`src/rtl/uart_ctrl_pkg.sv`:
```
// Shared types and helpers for the uart16 transmit controller blocks.
package uart_ctrl_pkg;

  localparam int UART_DATA_WIDTH = 16;

  typedef enum logic [1:0] {
    IDLE  = 2'd0,
    START = 2'd1,
    WAIT  = 2'd2
  } state_e;

  // Bits needed to index v items; 1 is the floor so single-bit fields stay legal.
  function automatic int clog2(input int v);
    int r;
    r = 1;
    for (int i = 1; i < 32; i++) begin
      if ((1 << i) < v) r = i + 1;
    end
    return r;
  endfunction

endpackage

```
`src/rtl/rr_arbiter.sv`:
```
// Combinational round-robin pick: first set req bit after last_owner, wrapping.
module rr_arbiter
  import uart_ctrl_pkg::*;
#(
  parameter int NUM_REQ = 4,
  parameter int IDX_W   = clog2(NUM_REQ)
) (
  input  logic [NUM_REQ-1:0] req,
  input  logic [IDX_W-1:0]   last_owner,
  output logic [NUM_REQ-1:0] pick,
  output logic [IDX_W-1:0]   pick_idx,
  output logic               any
);

  always_comb begin
    pick     = '0;
    pick_idx = '0;
    any      = 1'b0;
    for (int off = 1; off <= NUM_REQ; off++) begin
      for (int j = 0; j < NUM_REQ; j++) begin
        if (!any && req[j] && (j == (int'(last_owner) + off) % NUM_REQ)) begin
          any      = 1'b1;
          pick[j]  = 1'b1;
          pick_idx = IDX_W'(j);
        end
      end
    end
  end

endmodule

```
`src/rtl/uart16_tx_arbiter.sv`:
```
// Shares one uart16 transmitter among NUM_REQ requesters: grant, start, wait for
// the transmit_done rising edge (or a bounded timeout), then report to the owner.
module uart16_tx_arbiter
  import uart_ctrl_pkg::*;
#(
  parameter int NUM_REQ        = 4,
  parameter int DATA_WIDTH     = UART_DATA_WIDTH,
  parameter int TIMEOUT_CYCLES = 65535,
  parameter int IDX_W          = clog2(NUM_REQ)
) (
  input  logic                          clock,
  input  logic                          reset,
  input  logic [NUM_REQ-1:0]            req,
  input  logic [NUM_REQ*DATA_WIDTH-1:0] req_data,
  output logic [NUM_REQ-1:0]            grant,
  output logic                          busy,
  output logic                          done_valid,
  output logic                          timeout,
  output logic [IDX_W-1:0]              done_id,
  output logic [DATA_WIDTH-1:0]         uart_datain,
  output logic                          uart_start_tx,
  input  logic                          uart_transmit_done,
  output state_e                        dbg_state
);

  localparam int CNT_W = clog2(TIMEOUT_CYCLES);

  state_e                 state_q, state_d;
  logic [NUM_REQ-1:0]     grant_q, grant_d;
  logic [DATA_WIDTH-1:0]  data_q, data_d;
  logic [IDX_W-1:0]       owner_q, owner_d;
  logic [IDX_W-1:0]       last_owner_q, last_owner_d;
  logic                   done_q, done_d;
  logic [CNT_W-1:0]       cnt_q, cnt_d;
  logic                   done_valid_q, done_valid_d;
  logic                   timeout_q, timeout_d;
  logic [IDX_W-1:0]       done_id_q, done_id_d;

  logic [NUM_REQ-1:0]     pick;
  logic [IDX_W-1:0]       pick_idx;
  logic                   any;
  logic                   rise;
  logic                   term;

  rr_arbiter #(.NUM_REQ(NUM_REQ), .IDX_W(IDX_W)) u_rr (
    .req        (req),
    .last_owner (last_owner_q),
    .pick       (pick),
    .pick_idx   (pick_idx),
    .any        (any)
  );

  // done_q tracks transmit_done every cycle, so a level already high at START
  // is seen as stale on the first WAIT cycle rather than as a completion.
  assign rise = (state_q == WAIT) && uart_transmit_done && !done_q;
  assign term = (cnt_q == CNT_W'(TIMEOUT_CYCLES - 1));

  always_ff @(posedge clock or negedge reset) begin
    if (!reset) begin
      state_q      <= IDLE;
      grant_q      <= '0;
      data_q       <= '0;
      owner_q      <= '0;
      last_owner_q <= IDX_W'(NUM_REQ - 1);
      done_q       <= 1'b0;
      cnt_q        <= '0;
      done_valid_q <= 1'b0;
      timeout_q    <= 1'b0;
      done_id_q    <= '0;
    end else begin
      state_q      <= state_d;
      grant_q      <= grant_d;
      data_q       <= data_d;
      owner_q      <= owner_d;
      last_owner_q <= last_owner_d;
      done_q       <= done_d;
      cnt_q        <= cnt_d;
      done_valid_q <= done_valid_d;
      timeout_q    <= timeout_d;
      done_id_q    <= done_id_d;
    end
  end

  always_comb begin
    state_d = state_q;
    case (state_q)
      IDLE:    if (any) state_d = START;
      START:   state_d = WAIT;
      WAIT:    if (rise || term) state_d = IDLE;
      default: state_d = IDLE;
    endcase
  end

  always_comb begin
    grant_d      = '0;
    data_d       = data_q;
    owner_d      = owner_q;
    last_owner_d = last_owner_q;
    done_d       = uart_transmit_done;
    cnt_d        = cnt_q;
    done_valid_d = 1'b0;
    timeout_d    = 1'b0;
    done_id_d    = done_id_q;
    case (state_q)
      IDLE: begin
        if (any) begin
          grant_d = pick;
          owner_d = pick_idx;
          for (int j = 0; j < NUM_REQ; j++) begin
            if (pick[j]) data_d = req_data[j*DATA_WIDTH +: DATA_WIDTH];
          end
        end
      end
      START: cnt_d = '0;
      WAIT: begin
        cnt_d = cnt_q + 1'b1;
        // Completion takes priority over a timeout landing on the same cycle.
        if (rise) begin
          done_valid_d = 1'b1;
          done_id_d    = owner_q;
          last_owner_d = owner_q;
        end else if (term) begin
          timeout_d    = 1'b1;
          done_id_d    = owner_q;
          last_owner_d = owner_q;
        end
      end
      default: ;
    endcase
  end

  always_comb begin
    busy          = (state_q == START) || (state_q == WAIT);
    uart_start_tx = (state_q == START);
  end

  assign grant       = grant_q;
  assign uart_datain = data_q;
  assign done_valid  = done_valid_q;
  assign timeout     = timeout_q;
  assign done_id     = done_id_q;
  assign dbg_state   = state_q;

endmodule

```
`config.mk`:
```
export PLATFORM = sky130hd
export DESIGN_NAME = uart16_tx_arbiter
export DESIGN_NICKNAME = d
export VERILOG_FILES = /design/src/rtl/uart_ctrl_pkg.sv /design/src/rtl/rr_arbiter.sv /design/src/rtl/uart16_tx_arbiter.sv
export SDC_FILE = /design/constraint.sdc
export NUM_CORES = 1
export LEC_CHECK = 0
export ABC_AREA = 1
export BUFFER_PORTS_ARGS = -buffer_cell sky130_fd_sc_hd__buf_2
export CAP_MARGIN = 10
export CORE_UTILIZATION = 50
export DETAILED_ROUTE_END_ITERATION = 16
export PLACE_DENSITY = 0.78
export SYNTH_ARGS = -nofsm -noshare
export SYNTH_HDL_FRONTEND = slang
export SYNTH_SLANG_ARGS = --single-unit
```
`constraint.sdc`:
```
create_clock -name clock -period 3.3 [get_ports clock]
set_input_delay 0.33 -clock clock [delete_from_list [all_inputs] [get_ports clock]]
set_output_delay 0.33 -clock clock [all_outputs]
set_load 0.1 [all_outputs]
```
# Word-level counts from Yosys, hierarchy flattened
# Cells that the tools add are included.
dict set report word_totals {
  reg_bits 153
  latch_bits 0
  mem_bits_rw 0
  rom_bits 0
  input_bits 71
  output_inout_bits 58
  elab_cells 166
  memories 0
}
dict set report classes {
  n_addsub 5
  multipliers 0
  div 0
  magnitude_cmp 0
  eq_ne 17
  n_shift 0
  muxes 63
  n_bitwise 4
  n_reduce_logical 67
}
# operator n
set ops {}
lappend ops {{$logic_not 32->1} 4}
lappend ops {{$add 32x3->32 const B} 2}
lappend ops {{$mux 16} 4}
lappend ops {{$mux 32} 2}
lappend ops {{$pmux 32 s2} 1}
lappend ops {{$mux 1} 37}
lappend ops {{$logic_and 1x1->1} 33}
lappend ops {{$add 32x1->32 const B} 1}
lappend ops {{$add 32x2->32 const B} 1}
lappend ops {{$add 32x4->32 const B} 1}
lappend ops {{$eq 32x16->1 const B} 1}
lappend ops {{$mux 2} 16}
lappend ops {{$eq 3x3->1 const A} 8}
lappend ops {{$logic_not 1->1} 16}
lappend ops {{$eq 2x3->1 const A} 4}
lappend ops {{$mux 4} 2}
lappend ops {{$reduce_or 2->1} 4}
lappend ops {{$pmux 2 s3} 1}
lappend ops {{$reduce_and 2->1} 3}
lappend ops {{$and 1x1->1} 4}
lappend ops {{$reduce_bool 2->1} 2}
lappend ops {{$reduce_bool 4->1} 1}
lappend ops {{$reduce_and 3->1} 1}
lappend ops {{$eq 2x1->1 const B} 1}
lappend ops {{5 further kinds} 6}

# Depth between registers and ports, before layout
# Gate-level depths: netlist (run 1).
dict set report logic_depth {
  word_depth 68
  ltp_mapped 15
  mapped_depth_nobuf 15
}

# Modules after synthesis
# Synthesis (run 1) repeated with hierarchy kept, for this count alone.
dict set report hier_totals {
  cells_unflattened 835
  area_unflattened_um2 6884.1
}
# module instances cells_each area_each_um2 seq_area_each_um2
set modules_own_cells {}
lappend modules_own_cells {uart16_tx_arbiter 1 676 6015.8 3080.5}
lappend modules_own_cells {rr_arbiter 1 159 868.3 0.0}

# Worst setup path before layout (run 1)
# No wires, ideal clock.
dict set report synth_path {
  kind {reg2reg}
  from {reg state_q[1] (netlist: dbg_state[1])}
  to {reg cnt_q[28]}
  setup_ps 122
  arrival_time_ps 3671
  required_time_ps 3178
  path_slack_ps -493
  path_stages_with_launch 13
  n_path_buf 0
  synth_period_minus_slack_ps 3793
  cell_sequence {dfrtp_1 -> inv_1 -> ha_1 -> nand2_2 -> nor2_2 -> nand3_2 -> nor2_2 -> nand2_2 -> nor3_4 -> nand2_2 -> or4_4 -> nor3_1 -> nor2_1}
}
dict set report synth_between {
  elab_chain_len 2
  word_cells_on_any_way 4
  classes_between {eq/ne: 2; mux: 1; reduce/logical: 1}
}
# element line_no
set synth_lines {}
lappend synth_lines {{start, declared} uart16_tx_arbiter.sv:28} ;# state_e state_q, state_d;
lappend synth_lines {{start signal, assigned} uart16_tx_arbiter.sv:71} ;# state_q <= state_d;
lappend synth_lines {{$eq 2x2->1 / $eq 2x1->1 (equally long branches)} uart16_tx_arbiter.sv:104} ;# case (state_q)
lappend synth_lines {{$pmux 32 s2 / $reduce_bool 2->1 (equally long branches)} n/a}
lappend synth_lines {{end signal, assigned} uart16_tx_arbiter.sv:77} ;# cnt_q <= cnt_d;
lappend synth_lines {{end, declared} uart16_tx_arbiter.sv:34} ;# logic [CNT_W-1:0] cnt_q, cnt_d;
# Several ways; a longest one is shown, not always the timed one.
# A chain may end at the register's enable or synchronous reset.

# Worst setup path in the final report (run 1)
dict set report layout_path {
  from {reg state_q[0] (netlist: dbg_state[0])}
  to {reg cnt_q[30]}
}
# Same word-level chain as after synthesis.

==> results of run 1 <==
sequential cells by signal, indices dropped and copies added, names as in the netlist:
signal / flops
cnt_q: 32
dbg_state: 2
done_id: 2
done_q: 1
done_valid: 1
grant: 4
last_owner_q: 2
owner_q: 2
timeout: 1
uart_datain: 16
cells by family after synthesis:
logic type | after synthesis | share of synthesized area (%)
AOI/OAI and AO/OA | 87 | 12.2
xor gates and xnor gates | 1 | 0.212
adders and majority gates | 5 | 1.51
buffers and inverters | 119 | 14.7
DFF | 63 | 38.2
other | 1 | 0.0907
and+or+nand+nor | 259 | 33.1
worst min path at each step:
stage	depth (start not counted)	endpoint	from
CTS	1	done_q$_DFF_PN0_	uart_transmit_done
global placement	1	done_valid$_DFF_PN0_	done_q$_DFF_PN0_
finish	1	done_q$_DFF_PN0_	uart_transmit_done
global route	1	done_q$_DFF_PN0_	uart_transmit_done
detailed placement	1	done_valid$_DFF_PN0_	done_q$_DFF_PN0_
floorplan	0	cnt_q[0]$_DFFE_PN0P_	reset
worst max-delay path, stage by stage (launching register included):
cell	delay [ns]
dfrtp_2	0.40
inv_1	0.07
ha_2	0.41
nand2_2	0.10
nor2_2	0.16
nand3_2	0.11
nor2_2	0.24
nand3_1	0.14
nor4_1	0.41
nand2_1	0.21
o21ai_0	0.22
nand2_1	0.08
nor2_1	0.10
layout by cell type, fill, tap and decap left out, types with 3 or more instances in the layout:
master,synthesis,layout
inv_1,74,74
ha_1,5,4
nor3_1,16,16
nor2_4,3,3
dfrtp_1,61,59
nor2_2,4,4
nand3_2,20,20
nand2_2,7,7
o21a_1,5,5
a21oi_1,47,47
nand3_1,43,43
clkbuf_8,0,11
nor2_1,52,52
a211oi_1,3,3
a21oi_2,8,8
clkbuf_1,2,3
conb_1,1,30
nand4_1,13,13
o21ai_0,19,19
nor4_1,13,13
buf_2,4,98
buf_4,30,3
nand2_1,78,78
power by group:
| group | internal (uW) | switching (uW) | total (uW) |
|---|---|---|---|
| Sequential | 972 | 120 | 1090 |
| Combinational | 686 | 2550 | 3240 |
| Clock | 309 | 269 | 579 |
| Total | 1970 | 2940 | 4910 |
metrics by stage:
| step | cells | util (%) | total power, uW | area [um^2] |
|---|---|---|---|---|
| 3_5_place_dp | 726 | 58.4 | 4340 | 4580 |
| 6_report | 741 | 60.5 | 4910 | 4750 |
| 4_1_cts | 741 | 60.5 | 4940 | 4750 |
| 3_3_place_gp | 726 | 58.4 | 4300 | 4580 |
| 2_1_floorplan | 564 | - | 3880 | 4250 |
| 5_1_grt | 741 | 60.5 | 5200 | 4750 |
routing by layer:
| metal | global-route usage [%] | share of wire (%) |
|---|---|---|
| met5 | 0 | 0 |
| met4 | 10.4 | 2.5 |
| met3 | 4.11 | 5.5 |
| met2 | 41.1 | 50 |
| met1 | 28.2 | 42 |
area by class of cell:
cell class,count,area share (%)
Multi-Input combinational cell,382,43.4
Sequential cell,63,33.3
Timing Repair Buffer,101,10.8
Inverter,78,6.27
Clock buffer,14,3.42
Tap cell,102,2.69
Clock inverter,1,0.105
==> summary.txt, run 1 <==
GRT
  – Tot GR Track Use: a little under a quarter
  – Largest net degree at the start of global routing: 47
  – Global route overflow: 0
  – Initial antenna violation count: 0
  – Vias in the first global route: around 3600
  – First-pass GRT wire length: 16100 um

Worst setup path
  – Startpoint Class: register
  – R2r setup slk: 0.58 ns
  – Start point of the critical path: dbg_state[0]$_DFFE_PN0P_
  – Worst Setup EP: cnt_q[30]$_DFFE_PN0P_
  – Crit-path max FO: 8
  – Data arrival time of the worst path: 2.98 ns
  – Worst Path Required: 3.56 ns
  – Reg-to-reg startpoint: dbg_state[0]$_DFFE_PN0P_
  – CP endpoint kind: register
  – Worst Setup Path Type: register to register
  – Reg2Reg Depth: 12
  – R2r endpoint: cnt_q[30]$_DFFE_PN0P_

Finish
  – Footprint of the multi-input gates: between 0.002 and 0.0025 mm^2
  – Fillers: about 730
  – Layout cell share with drive strength beyond 1: 26.9%
  – Layout area overhead: 14.8%
  – Nets: 711
  – Diode count: 0
  – Reg area: around 0.0016 mm^2

STA
  – Hold Slack: around 0.12 ns
  – # setup viols final: 0
  – Crit share post-route: 82.5%
  – Final setup margin: 0.577 ns
  – Final min period: 2.72 ns
  – Worst-Margin Slew: 1.02 ns
  – Post-route setup TNS: 0 ns
  – Pins Over Slew Limit: 0
  – Relative slew slack: 32.1%
  – Hold Fails Final Rpt: 0
  – Fmax: ~370 MHz
  – Skew final: 0.00812 ns
  – RSZ-0062 raised after global routing: false

Logic synthesis
  – Synth cell types: 40
  – Ys flop type: dfrtp_1
  – Synth Instances: between 500 and 600
  – Yosys reg bits: 63
  – Most instantiated cells after synthesis: nand2_1, inv_1, dfrtp_1, nor2_1, a21oi_1
  – Most common cell in the netlist: nand2_1
  – Synth area leader: dfrtp_1
  – Post-Syn Area: 0.00414 mm^2
  – Asr flop ratio synth: 100%
  – Yosys top cell area share: between 30% and 40%
  – Register area share after synthesis: 38.2%
  – Syn avg cell area: roughly 7.7 um^2
  – Number of synthesis warnings: 0
  – Top cells by area, synth: dfrtp_1, nand2_1, inv_1
  – Post-synth EDFFs: 0

Clock tree
  – CTS tree: built
  – CTS resizes: 0
  – Clock buffer depth: 2
  – Clk sink count: 63
  – CTS Buf Count: 9
  – CTS Hold Bufs: 0
  – Clock transition at path regs: 0.07 ns
  – Root buffer cell: clkbuf_8
  – Worst-Skew Late Latency: 0.33 ns
  – Postcts setup bufs: 0
  – H-tree lvl count: 3

Placed design
  – Dpl ws: 0.635 ns
  – Dpl hpwl: 7570 um
  – RD Place Congestion: 0.895
  – Port bufs: ~100

Routing
  – Vias: 3846
  – WL final: 9740 um
  – DRT antenna net count: 0
  – Initial DRT Pass Iterations: 4
  – DRC Markers: 0
  – Iter 0 DRT Violations: 134
  – WL/cell: ~13 um
  – Avg Vias per Cell: 5.19

Floorplanning
  – Die W: 93.0 um
  – DIE AREA: 0.00864 mm^2
  – Core ar.: just under 0.008 mm^2
  – Row count: 32
  – Initial Util: 52.7%
  – Die height: a little over 90 um
  – Ports: 129

Power
  – Maximum vdd drop: 0.733 mV
  – Leakage: 0.00234 uW
  – Pwr/cell area: 1030 mW/mm^2

Run
  – Max-Cap Viols: 0

Status
  – Status: complete, no violations

Hold path
  – Hold Crit Class: input pin to register
No activity file was read; power rests on OpenSTA's default activity.
==> run 2, diff against run 1 <==
ABC_AREA = 0   (was 1)
PLACE_DENSITY = 0.8   (was 0.78)
clock period = 2.8 ns   (was 3.3 ns; I/O delays follow)
==> summary.txt, run 2 <==
STA
  – Final min period: 2.30 ns
  – Pins Over Slew Limit: 0
  – Skew final: 0.0113 ns
  – Post-route setup TNS: 0 ns
  – Worst-Margin Slew: 0.849 ns
  – Relative slew slack: between 40% and 50%
  – # setup viols final: 0
  – Crit share post-route: ~80%
  – RSZ-0062 raised after global routing: false
  – Fmax: 436 MHz
  – Hold Fails Final Rpt: 0
  – Hold Slack: 0.0493 ns

Placed design
  – Placed Area: 0.00413 mm^2
  – Port bufs: 98
  – RD Place Congestion: around 0.83
  – Placed Cells: 563
  – Dpl hpwl: around 6300 um

Hold path
  – Hold Crit Class: input pin to register
  – WHS Path Cells: 1
  – Min-delay src: uart_transmit_done
  – Hold EP: done_q$_DFF_PN0_

Routing
  – WL/cell: 14.4 um
  – Avg Vias per Cell: approximately 5.3
  – Iter 0 DRT Violations: 141
  – Initial DRT Pass Iterations: 4
  – Vias: approximately 3100
  – DRC Markers: 0
  – DRT antenna net count: 0
  – WL final: 8380 um

Logic synthesis
  – Synth cell types: 41
  – Yosys top cell area share: 41.9%
  – Register area share after synthesis: 43.3%
  – Syn avg cell area: ~9.6 um^2
  – Most common cell in the netlist: dfrtp_1
  – Ys flop type: dfrtp_1
  – Post-synth EDFFs: 0
  – Asr flop ratio synth: 100%
  – Number of synthesis warnings: 0
  – Synth Instances: 381
  – Synth area leader: dfrtp_1
  – Yosys reg bits: 63
  – Top cells by area, synth: dfrtp_1, buf_4, mux2i_1
  – Most instantiated cells after synthesis: dfrtp_1, nand2_1, nor2_1, buf_4
  – Post-Syn Area: 0.00364 mm^2

Clock tree
  – Root buffer cell: clkbuf_8
  – CTS Buf Count: 9
  – Postcts setup bufs: 0
  – Clock buffer depth: 2
  – CTS tree: built
  – Clk sink count: 63
  – H-tree lvl count: 3
  – Clock transition at path regs: ~0.070 ns
  – Worst-Skew Late Latency: 0.35 ns

Power
  – Maximum vdd drop: 0.688 mV
  – Pwr/cell area: 1130 mW/mm^2
  – Leakage: 0.00206 uW

Finish
  – Fillers: 632
  – Design area: 0.00432 mm^2
  – Footprint of the multi-input gates: 0.00183 mm^2
  – Top reg by flops: cnt_q
  – Fin cells: a little under 600
  – Commonest non-fill, non-tap cells in the layout: buf_2, dfrtp_1, nand2_1
  – Post-layout util: between 60 and 70%
  – Reg area: ~0.0016 mm^2
  – Max reg flops: 32
  – Layout area overhead: 18.5%
  – Nets: 555
  – Commonest non-fill, non-tap cell in the layout: buf_2
  – Diode count: 0
  – Layout cell share with drive strength beyond 1: 28.7%

Worst setup path
  – Reg-to-reg startpoint: dbg_state[0]$_DFFE_PN0P_
  – Crit-path max FO: 13
  – R2r setup slk: 0.50 ns
  – Reg2Reg Depth: 6
  – R2r endpoint: cnt_q[24]$_DFFE_PN0P_
  – Max stage delay on crit path: ~0.63 ns
  – CP top delay family: simple AND/OR/NAND/NOR gates
  – Startpoint Class: register
  – Data arrival time of the worst path: 2.55 ns
  – Worst path slowest cell: or4_1
  – Critical-path cell list: inv_1 > ha_4 > nand4_1 > or4_1 > or3_1 > a21oi_1
  – CP endpoint kind: register
  – CP bufs+invs: 1
  – Worst Setup Path Type: register to register
  – Worst Path Required: 3.06 ns
  – Critical path depth: 6

GRT
  – Vias in the first global route: 2789
  – First-pass GRT wire length: about 13000 um
  – Global route overflow: 0
  – Initial antenna violation count: 0
  – Largest net degree at the start of global routing: 29
  – Tot GR Track Use: around 22%

Floorplanning
  – Ports: 129
  – Die W: 87.4 um
  – Initial Util: 52.8%
  – Row count: 30
  – Die height: 87.4 um
  – DIE AREA: 0.00764 mm^2
  – Core ar.: 0.00691 mm^2

Status
  – Status: complete, no violations

Run
  – Max-Cap Viols: 0
-- run 2: cell types whose count changed after synthesis, moves of 9 or more --
cell      delta
nand3_2     -20
clkbuf_1     +9
nor3_1      -10
nor2_1      -16
nand3_1     -33
nand2_1     -38
o221ai_1    +16
inv_1       -60
nor4_1      -10
a22oi_1     +17
a21oi_1     -36
xnor2_1     +12
xor2_1      +10
mux2i_1     +17
-- run 2: cell type report --
type / count / share of cell area (%)
repair buffers: 107 / 13.0
multi-input cells: 284 / 42.3
flip-flops and latches: 63 / 36.6
inverters: 14 / 1.22
clock inverters: 3 / 0.406
well taps: 96 / 2.78
clock buffers: 13 / 3.68
-- run 2: how the worst max path moves through the flow --
stage	startpoint	endpoint	slack, ns
6_report	dbg_state[0]$_DFFE_PN0P_	cnt_q[24]$_DFFE_PN0P_	0.50
5_1_grt	dbg_state[0]$_DFFE_PN0P_	cnt_q[24]$_DFFE_PN0P_	0.35
4_1_cts	dbg_state[0]$_DFFE_PN0P_	cnt_q[24]$_DFFE_PN0P_	0.50
3_5_place_dp	dbg_state[0]$_DFFE_PN0P_	cnt_q[24]$_DFFE_PN0P_	0.52
3_3_place_gp	dbg_state[0]$_DFFE_PN0P_	cnt_q[24]$_DFFE_PN0P_	0.62
2_1_floorplan	dbg_state[0]$_DFFE_PN0P_	cnt_q[24]$_DFFE_PN0P_	0.1
-- run 2: metrics by stage --
step,setup WS [ns],total power (uW)
floorplan,0.0959,3730
global placement,0.621,4160
detailed placement,0.522,4210
CTS,0.498,4930
global route,0.354,5140
finish,0.504,4900
-- run 2: repair_timing --
item | in CTS | in global routing
hold endpoints to repair | 25 | 0
hold buffers | 1 | 0
resized for setup | 0 | 0
-- run 2: per-layer routing --
layer | wire, um | track usage [%]
met3 | 473 | 4.17
met5 | 0 | 0
met2 | 4230 | 38.6
met1 | 3540 | 27.0
met4 | 140 | 9.09
-- run 2: worst register-to-register path: cells and delay by family, from the launching register on --
family,cells,cell delay (ns)
flip-flops,1,0.37
AO/OA/AOI/OAI,1,0.16
buffers and inverters,1,0.09
AND/OR/NAND/NOR,3,1.24
adder cells (fa/ha/maj),1,0.34
-- run 2: cell families (layout without fill, tap and decap cells) --
family | Yosys count | in the layout | synth area share [%]
flops | 63 | 63 | 43.3
fa+ha+maj | 5 | 5 | 1.72
buf+inv | 63 | 137 | 9.85
compound gates | 64 | 64 | 12.5
xor+xnor | 23 | 23 | 5.53
other cells | 1 | 30 | 0.103
mux | 22 | 22 | 6.21
simple gates | 140 | 140 | 20.7
-- run 2: power breakdown --
part	total [uW]	leakage (uW)	internal [uW]	switching [uW]
combinational	2900	0.00115	593	2310
sequential	1270	0.000824	1130	141
clock	719	0.0000894	367	352
